**config.mk**
```make
export PLATFORM = sky130hd
export DESIGN_NAME = reg_file_clr
export DESIGN_NICKNAME = d
export VERILOG_FILES = /design/src/rtl/reg_file_clr.sv
export SDC_FILE = /design/constraint.sdc
export NUM_CORES = 1
export LEC_CHECK = 0
export BUFFER_PORTS_ARGS = -buffer_cell sky130_fd_sc_hd__buf_2
export CAP_MARGIN = 20
export CELL_PAD_IN_SITES_DETAIL_PLACEMENT = 1
export CELL_PAD_IN_SITES_GLOBAL_PLACEMENT = 1
export CORE_MARGIN = 2
export CORE_UTILIZATION = 35
export CTS_CLUSTER_SIZE = 24
export DETAILED_ROUTE_END_ITERATION = 7
export HOLD_SLACK_MARGIN = 0.12
export PLACE_DENSITY = 0.55
export SYNTH_ARGS = -nofsm -noshare
export SYNTH_HDL_FRONTEND = slang
export SYNTH_SLANG_ARGS = --single-unit
```
**constraint.sdc**
```tcl
create_clock -name clk -period 4.1 [get_ports clk]
set_clock_uncertainty 0.2 [all_clocks]
set_input_delay 0.205 -clock clk [delete_from_list [all_inputs] [get_ports clk]]
set_output_delay 0.205 -clock clk [all_outputs]
set_load 0.1 [all_outputs]
```
**src/rtl/reg_file_clr.sv**
```systemverilog
// reg_file_clr: parametrised register file with two combinational read ports,
// one synchronous write port, optional same-cycle write bypass, optional
// hardwired-zero entry 0, and a clear sequencer that zeroes the array after
// reset so the storage itself carries no reset.
module reg_file_clr #(
    parameter int DATA_W   = 32,
    parameter int ADDR_W   = 5,
    parameter int ZERO_REG = 1,
    parameter int BYPASS   = 1
) (
    input  logic              clk,
    input  logic              rst,
    input  logic              we3,
    input  logic [ADDR_W-1:0] A3,
    input  logic [DATA_W-1:0] WD3,
    input  logic [ADDR_W-1:0] A1,
    input  logic [ADDR_W-1:0] A2,
    output logic [DATA_W-1:0] rd1,
    output logic [DATA_W-1:0] rd2,
    output logic              busy
);

    localparam int                DEPTH    = 1 << ADDR_W;
    localparam logic [ADDR_W-1:0] LAST_IDX = ADDR_W'(DEPTH - 1);
    localparam logic [ADDR_W-1:0] ZERO_IDX = {ADDR_W{1'b0}};
    localparam logic [ADDR_W-1:0] ONE_IDX  = ADDR_W'(1);
    localparam logic [DATA_W-1:0] ZERO_DAT = {DATA_W{1'b0}};

    typedef enum logic [0:0] {
        CLEAR = 1'b0,
        READY = 1'b1
    } state_t;

    state_t              state_r;
    logic [ADDR_W-1:0]   idx_r;
    logic                busy_r;
    logic [DATA_W-1:0]   mem_r [DEPTH];

    logic                clr_en_s;
    logic                wr_en_s;

    // Read-port selection: blocked while clearing, hardwired zero, bypass, array.
    function automatic logic [DATA_W-1:0] sel_read(
        input logic [ADDR_W-1:0] addr,
        input logic [DATA_W-1:0] entry,
        input logic              blocked,
        input logic              we,
        input logic [ADDR_W-1:0] waddr,
        input logic [DATA_W-1:0] wdata
    );
        logic [DATA_W-1:0] res;
        if (blocked) begin
            res = ZERO_DAT;
        end else if ((ZERO_REG != 0) && (addr == ZERO_IDX)) begin
            res = ZERO_DAT;
        end else if ((BYPASS != 0) && we && (waddr == addr)) begin
            res = wdata;
        end else begin
            res = entry;
        end
        return res;
    endfunction

    // Clear sequencer: walks the index over every entry after reset, then hands over.
    always_ff @(posedge clk or posedge rst) begin
        if (rst) begin
            state_r <= CLEAR;
            idx_r   <= ZERO_IDX;
            busy_r  <= 1'b1;
        end else begin
            case (state_r)
                CLEAR: begin
                    if (idx_r == LAST_IDX) begin
                        state_r <= READY;
                        idx_r   <= ZERO_IDX;
                        busy_r  <= 1'b0;
                    end else begin
                        state_r <= CLEAR;
                        idx_r   <= idx_r + ONE_IDX;
                        busy_r  <= 1'b1;
                    end
                end
                READY: begin
                    state_r <= READY;
                    idx_r   <= idx_r;
                    busy_r  <= 1'b0;
                end
                default: begin
                    state_r <= CLEAR;
                    idx_r   <= ZERO_IDX;
                    busy_r  <= 1'b1;
                end
            endcase
        end
    end

    // Array write enables: clear writes only when reset is released; user writes only in READY.
    always_comb begin
        clr_en_s = 1'b0;
        wr_en_s  = 1'b0;
        if ((state_r == CLEAR) && !rst) begin
            clr_en_s = 1'b1;
        end else begin
            clr_en_s = 1'b0;
        end
        if ((state_r == READY) && we3 && !((ZERO_REG != 0) && (A3 == ZERO_IDX))) begin
            wr_en_s = 1'b1;
        end else begin
            wr_en_s = 1'b0;
        end
    end

    // Storage array (no reset): zeroed by the sequencer, written by the write port.
    always_ff @(posedge clk) begin
        if (clr_en_s) begin
            mem_r[idx_r] <= ZERO_DAT;
        end else if (wr_en_s) begin
            mem_r[A3] <= WD3;
        end
    end

    // Combinational read ports, forced to zero while the clear sequence runs.
    always_comb begin
        rd1 = ZERO_DAT;
        rd2 = ZERO_DAT;
        rd1 = sel_read(A1, mem_r[A1], busy_r, we3, A3, WD3);
        rd2 = sel_read(A2, mem_r[A2], busy_r, we3, A3, WD3);
    end

    assign busy = busy_r;

endmodule

```
Word-level counts from Yosys, hierarchy flattened
Memory sizes are Yosys's and may differ from the RTL's. Index checks and enable logic that the tools add are counted.

Add/subtract/negate cells: 1. Equality and inequality tests: 3. Mux-type cells: 22. Bitwise gates (word level): 1. Reduce and logical (&&, ||, !) cells: 11.

Operators by type and width (count): two-way mux 32 bit (7); OR reduction 32 bit (1); zero test 5 bit (3); two-way mux 5 bit (3); equality test 5 bit (2); two-way mux 1 bit (10); adder 5 x 1 -> 5 bit, second input constant (1); equality test 5 bit, second input constant (1); logical AND 1 bit (5); one-hot mux 1 bit (2 select lines) (2); zero test 1 bit (2); NOT 1 bit (1).

Register bits: 7. Bits in writable memories: 1024. Bits of input ports: 50. Word-level logic and storage cells: 42. Memories kept: 1.

Memories: mem_r (words 32, width 32, read ports 2, clocked after memory_dff 0, wr ports 1, RTL line 37) `logic [DATA_W-1:0] mem_r [DEPTH];`.

Depth between registers and ports, before layout
Gate-level depths: netlist (run 1).

Depth in word-level cells: 9. Mapped depth: 11. Mapped depth without buffers: 7.

Least setup slack after synthesis (run 1)
No wires, ideal clock.

Path type: register -> register. Start: register state_r. End: memory mem_r[11][0], enable pin. Setup time: 0.461 ns. Arrival: 3.378 ns. Path slack: 0.061 ns. Stages on the path, launching flop included: 6. Cell sequence: dfrtp_1 clkbuf_1 nand2b_1 o21ai_0 o21ai_0 nor3_1.

Longest elaborated chain between the ends: 8.

Ends and longest elaborated chain: start, declared (RTL line 34) `state_t state_r;`; start signal, assigned (RTL line 67) `state_r <= CLEAR;`; start signal, assigned (RTL line 74) `state_r <= READY;`; start signal, assigned (RTL line 78) `state_r <= CLEAR;`; logical AND 1 bit (2 in series) (RTL line 106) `if ((state_r == READY) && we3 && !((ZERO_REG != 0) && (A3 == ZERO_IDX))) begin`; two-way mux 1 bit (RTL line 106); two-way mux 1 bit (RTL line 117) `end else if (wr_en_s) begin`; two-way mux 1 bit (RTL line 115) `if (clr_en_s) begin`; two-way mux 1 bit (implied by the code) (RTL line 118) `mem_r[A3] <= WD3;`; OR reduction 32 bit (no line); two-way mux 5 bit (no line) / two-way mux 1 bit (equally long branches); end, declared (RTL line 37).

Several ways; a longest one is shown, not always the timed one.

==> results of run 1 <==
worst register-to-register path, stage by stage (launching register included):
cell and delay, ps:
dfrtp_1 570, nand2_1 240, a21oi_4 240, mux2i_1 530
nand2_1 580, nor2_4 730, buf_12 260
sequential cells by signal, indices dropped and copies added (netlist names):
register,count
mem_r,1024
idx_r,5
state_r,1
busy,1
final cells by class:
| type | instances | area, sq um |
|---|---|---|
| well taps | 1876 | 2350 |
| clock buffers | 138 | 2940 |
| diodes | 2 | 5.00 |
| flip-flops and latches | 1031 | 30900 |
| clock inverters | 67 | 656 |
| multi-input cells | 1596 | 17600 |
| inverters | 4 | 15.0 |
| fillers | 13600 | 81100 |
| repair buffers | 362 | 4320 |
routing by layer:
layer	vias to the layer above	wire (um)	GRT usage (%)
li1	12500	-	-
met2	1329	88800	41.5
met4	0	7540	9.36
met3	311	11600	3.81
met1	16900	74400	33.2
met5	-	0	0
Yosys cell counts (4+ instances only):
| cell type | count | area (sq um) |
|---|---|---|
| o221ai_1 | 75 | 657 |
| nand2b_1 | 12 | 75.1 |
| o221a_2 | 16 | 180 |
| inv_1 | 4 | 15.0 |
| a31oi_1 | 14 | 87.6 |
| buf_2 | 45 | 225 |
| buf_6 | 15 | 169 |
| mux4_2 | 320 | 7210 |
| buf_4 | 47 | 353 |
| o211a_1 | 17 | 170 |
| o2111ai_1 | 17 | 149 |
| nor3_1 | 7 | 35.0 |
| o31ai_1 | 4 | 30.0 |
| o21ai_0 | 114 | 571 |
| or2_2 | 4 | 25.0 |
| a41oi_1 | 30 | 263 |
| and2_1 | 33 | 206 |
| clkbuf_1 | 118 | 443 |
| nand3_1 | 34 | 170 |
| a21oi_1 | 35 | 175 |
| edfxtp_1 | 1024 | 30700 |
| nor2_1 | 39 | 146 |
| xor2_1 | 8 | 70.1 |
| a22oi_1 | 46 | 345 |
| mux2_2 | 65 | 732 |
| o22ai_1 | 86 | 538 |
| dfrtp_1 | 6 | 150 |
| mux2i_1 | 439 | 4390 |
| buf_1 | 16 | 60.1 |
| nor2b_1 | 52 | 325 |
| a211o_1 | 13 | 114 |
| nand2_1 | 92 | 345 |
worst min-delay path by stage:
stage	startpoint	depth (start not counted)	end	slack [ps]
2_1_floorplan	rst	1	idx_r[0]	-190
3_3_place_gp	rst	2	idx_r[4]	-40
3_5_place_dp	rst	2	idx_r[3]	-30
4_1_cts	A3[3]	4	mem_r[20][1]	150
5_1_grt	A3[3]	4	mem_r[20][1]	220
6_report	WD3[9]	2	mem_r[29][9]	200
logic make-up (layout without fill, tap and decap cells):
logic type      count (synthesis)  after routing
flops                        1031           1031
mux                           824            824
compound gates                478            478
simple gates                  282            282
buf+inv                       245            571
xor+xnor                       10             10
fa+ha+maj                       2              2
other cells                     0              2
power by group through the flow:
stage | clock network (mW) | logic [mW] | registers (mW)
2_1_floorplan | 0 | 1.75 | 11.9
3_3_place_gp | 0 | 2.95 | 11.9
3_5_place_dp | 0 | 2.98 | 11.9
4_1_cts | 10.3 | 3.00 | 11.6
5_1_grt | 10.7 | 3.12 | 11.6
6_report | 10.1 | 3.02 | 11.6
==> key figures, run 1 <==
Yosys
  – Largest family of logic cells by synthesized area: multiplexers
  – Mux cell area share after synthesis: 25.0%
  – Ys async rst share: 0.679%
  – Unique cell type count in the Yosys netlist: 46
  – Syn nets: between 2000 and 3000
  – Post-synthesis compound-gate area fraction: under 10%
  – EDFF count, synth: just over 1000
  – #FFs+latches synth: 1031
  – Synth Area in Simple Gates: 2.83%
  – Sequential area share after synthesis: 62.6%
  – Synth Area in XOR/XNOR: less than 1%
  – YS warnings: 0
  – Post-synthesis adder-cell area fraction: 0.0506%
  – Cell count after synthesis: 2872
  – Synth Flop Type: edfxtp_1
  – Avg Cell Area, Syn: 17.2 sq um
  – Mapped Area: ~0.049 sq mm

Timing
  – Final setup margin: 399 ps
  – Fin. Hold Viols: 0
  – Tcrit/Tclk final: roughly 90%
  – Fin Hold WS: 198 ps
  – RSZ-0062 raised after global routing: no
  – Slew Limit Fails: 0
  – Aggregate negative setup slack: 0 ps
  – Fmax: 0.270 GHz
  – Slew HR: 29.6%
  – Slew @ Worst Pin: 1060 ps
  – Final setup violation count: 0
  – Tmin final: 3700 ps

Worst setup path
  – Critical Path AT: 3300 ps
  – Max Fanout on Critical Path: 2
  – Worst r2r src: state_r
  – CP required: 3690 ps
  – Crit path kind: reg -> out
  – Crit-path cells: mux4_2 -> mux2_2 -> o221ai_1 -> o2111ai_1 -> o211a_1 -> buf_12
  – CP Capture Type: primary output
  – CP max-delay cell: o2111ai_1
  – Delay-heaviest family, CP: compound AO/OA/AOI/OAI gates
  – Crit path depth: 6
  – Worst r2r dst: mem_r[6][6]
  – R2R Setup Slk: 450 ps
  – Crit. Startpoint: mem_r[13][20]
  – Highest cell delay on the worst timing path: 510 ps
  – Startpoint Class: flip-flop
  – Critical Path Sink: rd2[20]
  – R2r worst-path depth: 6
  – WP buf/inv: 1

Route
  – Vias per inst: between 6 and 7
  – Vias: 31100
  – DRT antenna net count: 0
  – DR iter-0 viols: 3194
  – Routed wire length per instance: 35.9 um
  – Remaining DRCs: 0
  – Drt pass-1 iters: 5
  – WL final: ~180 mm

Finish
  – Layout Nets: 3160
  – Design Area, Final: 0.0588 sq mm
  – Fin util: between 40 and 50%
  – Share of post-route cells with drive strength above 1: 29.6%
  – Fin cells: 5076
  – Most frequent cells in the layout: edfxtp_1, mux2i_1, mux4_2
  – Area growth from synthesis to layout: 19.0%
  – Most common cell after layout, fill and taps aside: edfxtp_1

Clock tree
  – Clk Tree Root Cell: clkbuf_16
  – CTS HTree Levels: 3
  – Buffer count from post-CTS setup fixing: 0
  – CTS Hold Bufs: 25
  – Num CTS Buffers: 113
  – CTS sink cnt: 1031
  – PostCTS Resize Cnt: 0
  – CTS Buffer Depth: 3
  – Clk_lat worst skew: 750 ps
  – Register clock-pin slew on the reported worst setup and hold paths: ~60 ps
  – CTS tree: done

Placed design
  – Placed Instances: 4831
  – IO buf count: 114
  – Placer Congestion: ~0.8
  – Placed wire-length estimate: 112 mm
  – Placed inst area: 0.0547 sq mm
  – Setup WS pre-CTS: 533 ps

Die
  – Chip width: around 380 um
  – Vert. Die Dim: 380 um
  – Io pins: 115
  – Die area: 0.144 sq mm
  – Initial Utilization: 35.3%
  – Row count: 137
  – Core ar.: between 0.1 and 0.15 sq mm

Power
  – Worst VDD drop: 0.370 mV
  – Sequential power share: between 40% and 50%
  – Sw Pwr: 6.35 mW
  – Cell leakage power: 21.1 nW
  – Comb pwr share: 12.2%
  – Total Power: 24.8 mW
  – Clock share of power: approximately 41%
  – Total internal power: 18.4 mW
  – Net Sw Frac: 25.6%
  – Pwr dens: 422 mW/mm^2

Run status
  – Run status: finished clean

GRT
  – GRT Residual Overflow: 0
  – Antenna violations before repair: 5
  – Largest net degree at the start of global routing: 63
  – First-pass GRT wire length: 256 mm
  – Number of global-route vias before repair: 33200
  – Total GRT Usage: 25.0%

Min path
  – Hold WC Path Type: in -> reg

Job
  – Max-cap viol count: 0
Power figures use the tool's default switching activity.
==> run 2: changes to the inputs <==
--- a/config.mk
+++ b/config.mk
@@ -10,11 +10,11 @@
 export CELL_PAD_IN_SITES_DETAIL_PLACEMENT = 1
 export CELL_PAD_IN_SITES_GLOBAL_PLACEMENT = 1
 export CORE_MARGIN = 2
-export CORE_UTILIZATION = 35
+export CORE_UTILIZATION = 49
 export CTS_CLUSTER_SIZE = 24
 export DETAILED_ROUTE_END_ITERATION = 7
 export HOLD_SLACK_MARGIN = 0.12
-export PLACE_DENSITY = 0.55
+export PLACE_DENSITY = 0.74
 export SYNTH_ARGS = -nofsm -noshare
 export SYNTH_HDL_FRONTEND = slang
 export SYNTH_SLANG_ARGS = --single-unit
==> key figures, run 2 (synthesis results as in run 1) <==
GRT
  – Number of global-route vias before repair: 33600 (+1.3%)
  – Largest net degree at the start of global routing: 59 (-6.3%)
  – Total GRT Usage: 34.0% (+9.0 points)
  – First-pass GRT wire length: 249 mm (-2.8%)
  – GRT Residual Overflow: 0 (unchanged)
  – Antenna violations before repair: 3 (-2)

Power
  – Cell leakage power: 20.8 nW (-1.5%)
  – Comb pwr share: 12.4% (+0.2 points)
  – Sequential power share: 47.7% (+0.8 points)
  – Net Sw Frac: 25.3% (-0.27 points)
  – Clock share of power: 39.9% (-1.0 points)
  – Pwr dens: 425 mW/mm^2 (+0.78%)
  – Worst VDD drop: 0.355 mV (-3.9%)
  – Sw Pwr: 6.18 mW (-2.7%)
  – Total internal power: 18.2 mW (-1.3%)

Route
  – Remaining DRCs: 0 (unchanged)
  – Top Layer Used: met5
  – Detailed route wirelength on metal3: 20.2 mm (+74%)
  – DRT antenna net count: 0 (unchanged)
  – WL final: 175 mm (-3.8%)
  – Vias per inst: 7.19 (+17%)
  – Met2 WL: 80.4 mm (-9.5%)
  – Drt pass-1 iters: 6 (+1)
  – Routed wire length per instance: 39.4 um (+9.7%)
  – DR iter-0 viols: 3979 (+25%)
  – Vias: 32000 (+3.0%)
  – WL met1: 63.7 mm (-14%)

Worst setup path
  – Highest cell delay on the worst timing path: 940 ps (+430 ps)
  – Crit-path cells: nand2_1 -> a21o_1 -> a21oi_1 -> nand2_1 -> nor2_4 -> buf_4
  – Critical Path AT: 3830 ps (+530 ps)
  – CP max-delay cell: nor2_4
  – Crit. Startpoint: state_r
  – Crit path kind: reg -> reg
  – Startpoint Class: flip-flop
  – R2R Setup Slk: 410 ps (-40 ps)
  – CP Capture Type: flip-flop
  – Most used cell, CP: nand2_1
  – Max Fanout on Critical Path: 17 (+15)
  – Worst r2r src: state_r
  – CP required: 4250 ps (+560 ps)

Finish
  – Most common cell after layout, fill and taps aside: edfxtp_1
  – Diodes inserted: 0 (-2)
  – Top Registers: mem_r x1024, idx_r x5
  – Share of post-route cells with drive strength above 1: 28.8% (-0.86 points)
  – Most frequent cells in the layout: edfxtp_1, mux2i_1, mux4_2
  – Largest register by flop count: mem_r
  – Layout fillers: 8791 (-35%)
  – Layout Nets: 3117 (-1.4%)
  – Area growth from synthesis to layout: 16.0%
  – Max FFs per register: 1024 (unchanged)

Clock tree
  – CTS sink cnt: 1031 (unchanged)
  – Num CTS Buffers: 106 (-6.2%)
  – Clk_lat worst skew: 690 ps (-60 ps)
  – PostCTS Resize Cnt: 0 (unchanged)
  – CTS Buffer Depth: 3 (unchanged)
  – CTS HTree Levels: 3 (unchanged)
  – Clk Tree Root Cell: clkbuf_16
  – Register clock-pin slew on the reported worst setup and hold paths: 70 ps (about the same)
  – CTS tree: done

Timing
  – Aggregate negative setup slack: 0 ps (unchanged)
  – Fmax: 0.271 GHz (+0.39%)
  – Slew HR: 21.8% (-7.8 points)
  – Fin Hold WS: 227 ps (+29.6 ps)
  – Tcrit/Tclk final: 89.9% (-0.35 points)
  – RSZ-0062 raised after global routing: no
  – Final setup margin: 414 ps (+14.5 ps)
  – Fin. Hold Viols: 0 (unchanged)
  – Tmin final: 3690 ps (-14.5 ps)
  – Slew Limit Fails: 0 (unchanged)
  – Slew @ Worst Pin: 1170 ps (+118 ps)
  – Final setup violation count: 0 (unchanged)

Die
  – Vert. Die Dim: 322 um (-15%)
  – Core ar.: 0.100 sq mm (-29%)
  – Initial Utilization: 49.4% (+14 points)
  – Row count: 116 (-15%)
  – Die area: 0.103 sq mm (-28%)
  – Io pins: 115 (unchanged)
  – Chip width: 322 um (-15%)

Placed design
  – Placed wire-length estimate: 106 mm (-5.1%)
  – Placer Congestion: 0.922 (+12%)
  – Setup WS pre-CTS: 571 ps (+37.6 ps)
  – IO buf count: 114 (unchanged)

Min path
  – Hold WC Path Type: in -> reg
  – Min-Delay Startpoint: A3[0]

Run status
  – Run status: finished clean

Job
  – Max-cap viol count: 0 (unchanged)
run 2: changes by cell type in the layout (fill, tap and decap cells not counted), sizes merged:
cell	delta
clkinv	+1
diode	-2
buf	-27
clkbuf	-7
dlygate4sd3	-10
run 2: path summary, 6_finish.rpt:
| path | endpoint | cells after the start |
|---|---|---|
| worst min-delay path | mem_r[21][6] | 4 |
| min in group asynchronous | idx_r[1] | 4 |
| worst min register to register | idx_r[3] | 1 |
| worst max register to register | mem_r[15][23] | 6 |
| max in group asynchronous | busy | 4 |
| worst max-delay path | mem_r[15][23] | 6 |
run 2: critical path: cells and delay by family (launching register included):
family	cells	cell delay (ps)
and+or+nand+nor	3	1500
AOI/OAI and AO/OA	2	580
DFF	1	580
buffers and inverters	1	460
run 2: stage by stage:
stage	utilization (%)	power, mW	instance area [sq um]	cells
after floorplan	-	13.6	49400	2872
after global placement	53.5	14.7	53500	4226
after detailed placement	53.5	14.8	53500	4226
after CTS	57.1	24.3	57100	4437
after global routing	57.3	24.9	57300	4453
final	57.3	24.4	57300	4453
run 2: final cells by class:
class                      instances  area (sq um)  share of cell area (%)
timing repair buffer             326          3790                    6.60
inverter                           4          15.0                  0.0262
multi-input combinational       1596         17500                    30.6
clock inverter                    68           648                    1.13
tap                             1298          1620                    2.83
clock buffer                     130          2810                    4.89
sequential                      1031         30900                    53.9
run 2: what timing repair did:
item	4_1_cts	5_1_grt
setup buffers	0	0
endpoints found under the hold margin	253	145
hold buffers	13	8
run 2: power groups by stage:
stage	sequential, mW	combinational (mW)	clock, mW
2_1_floorplan	11.9	1.75	0
3_3_place_gp	11.9	2.87	0
3_5_place_dp	11.9	2.91	0
4_1_cts	11.6	2.94	9.78
5_1_grt	11.6	3.07	10.2
6_report	11.6	3.01	9.73
run 2: metal layers:
metal | up-vias | global-route usage [%]
li1 | 12500 | -
met1 | 16900 | 44.2
met2 | 2135 | 52.4
met3 | 539 | 9.13
met4 | 2 | 18.4
met5 | - | 0
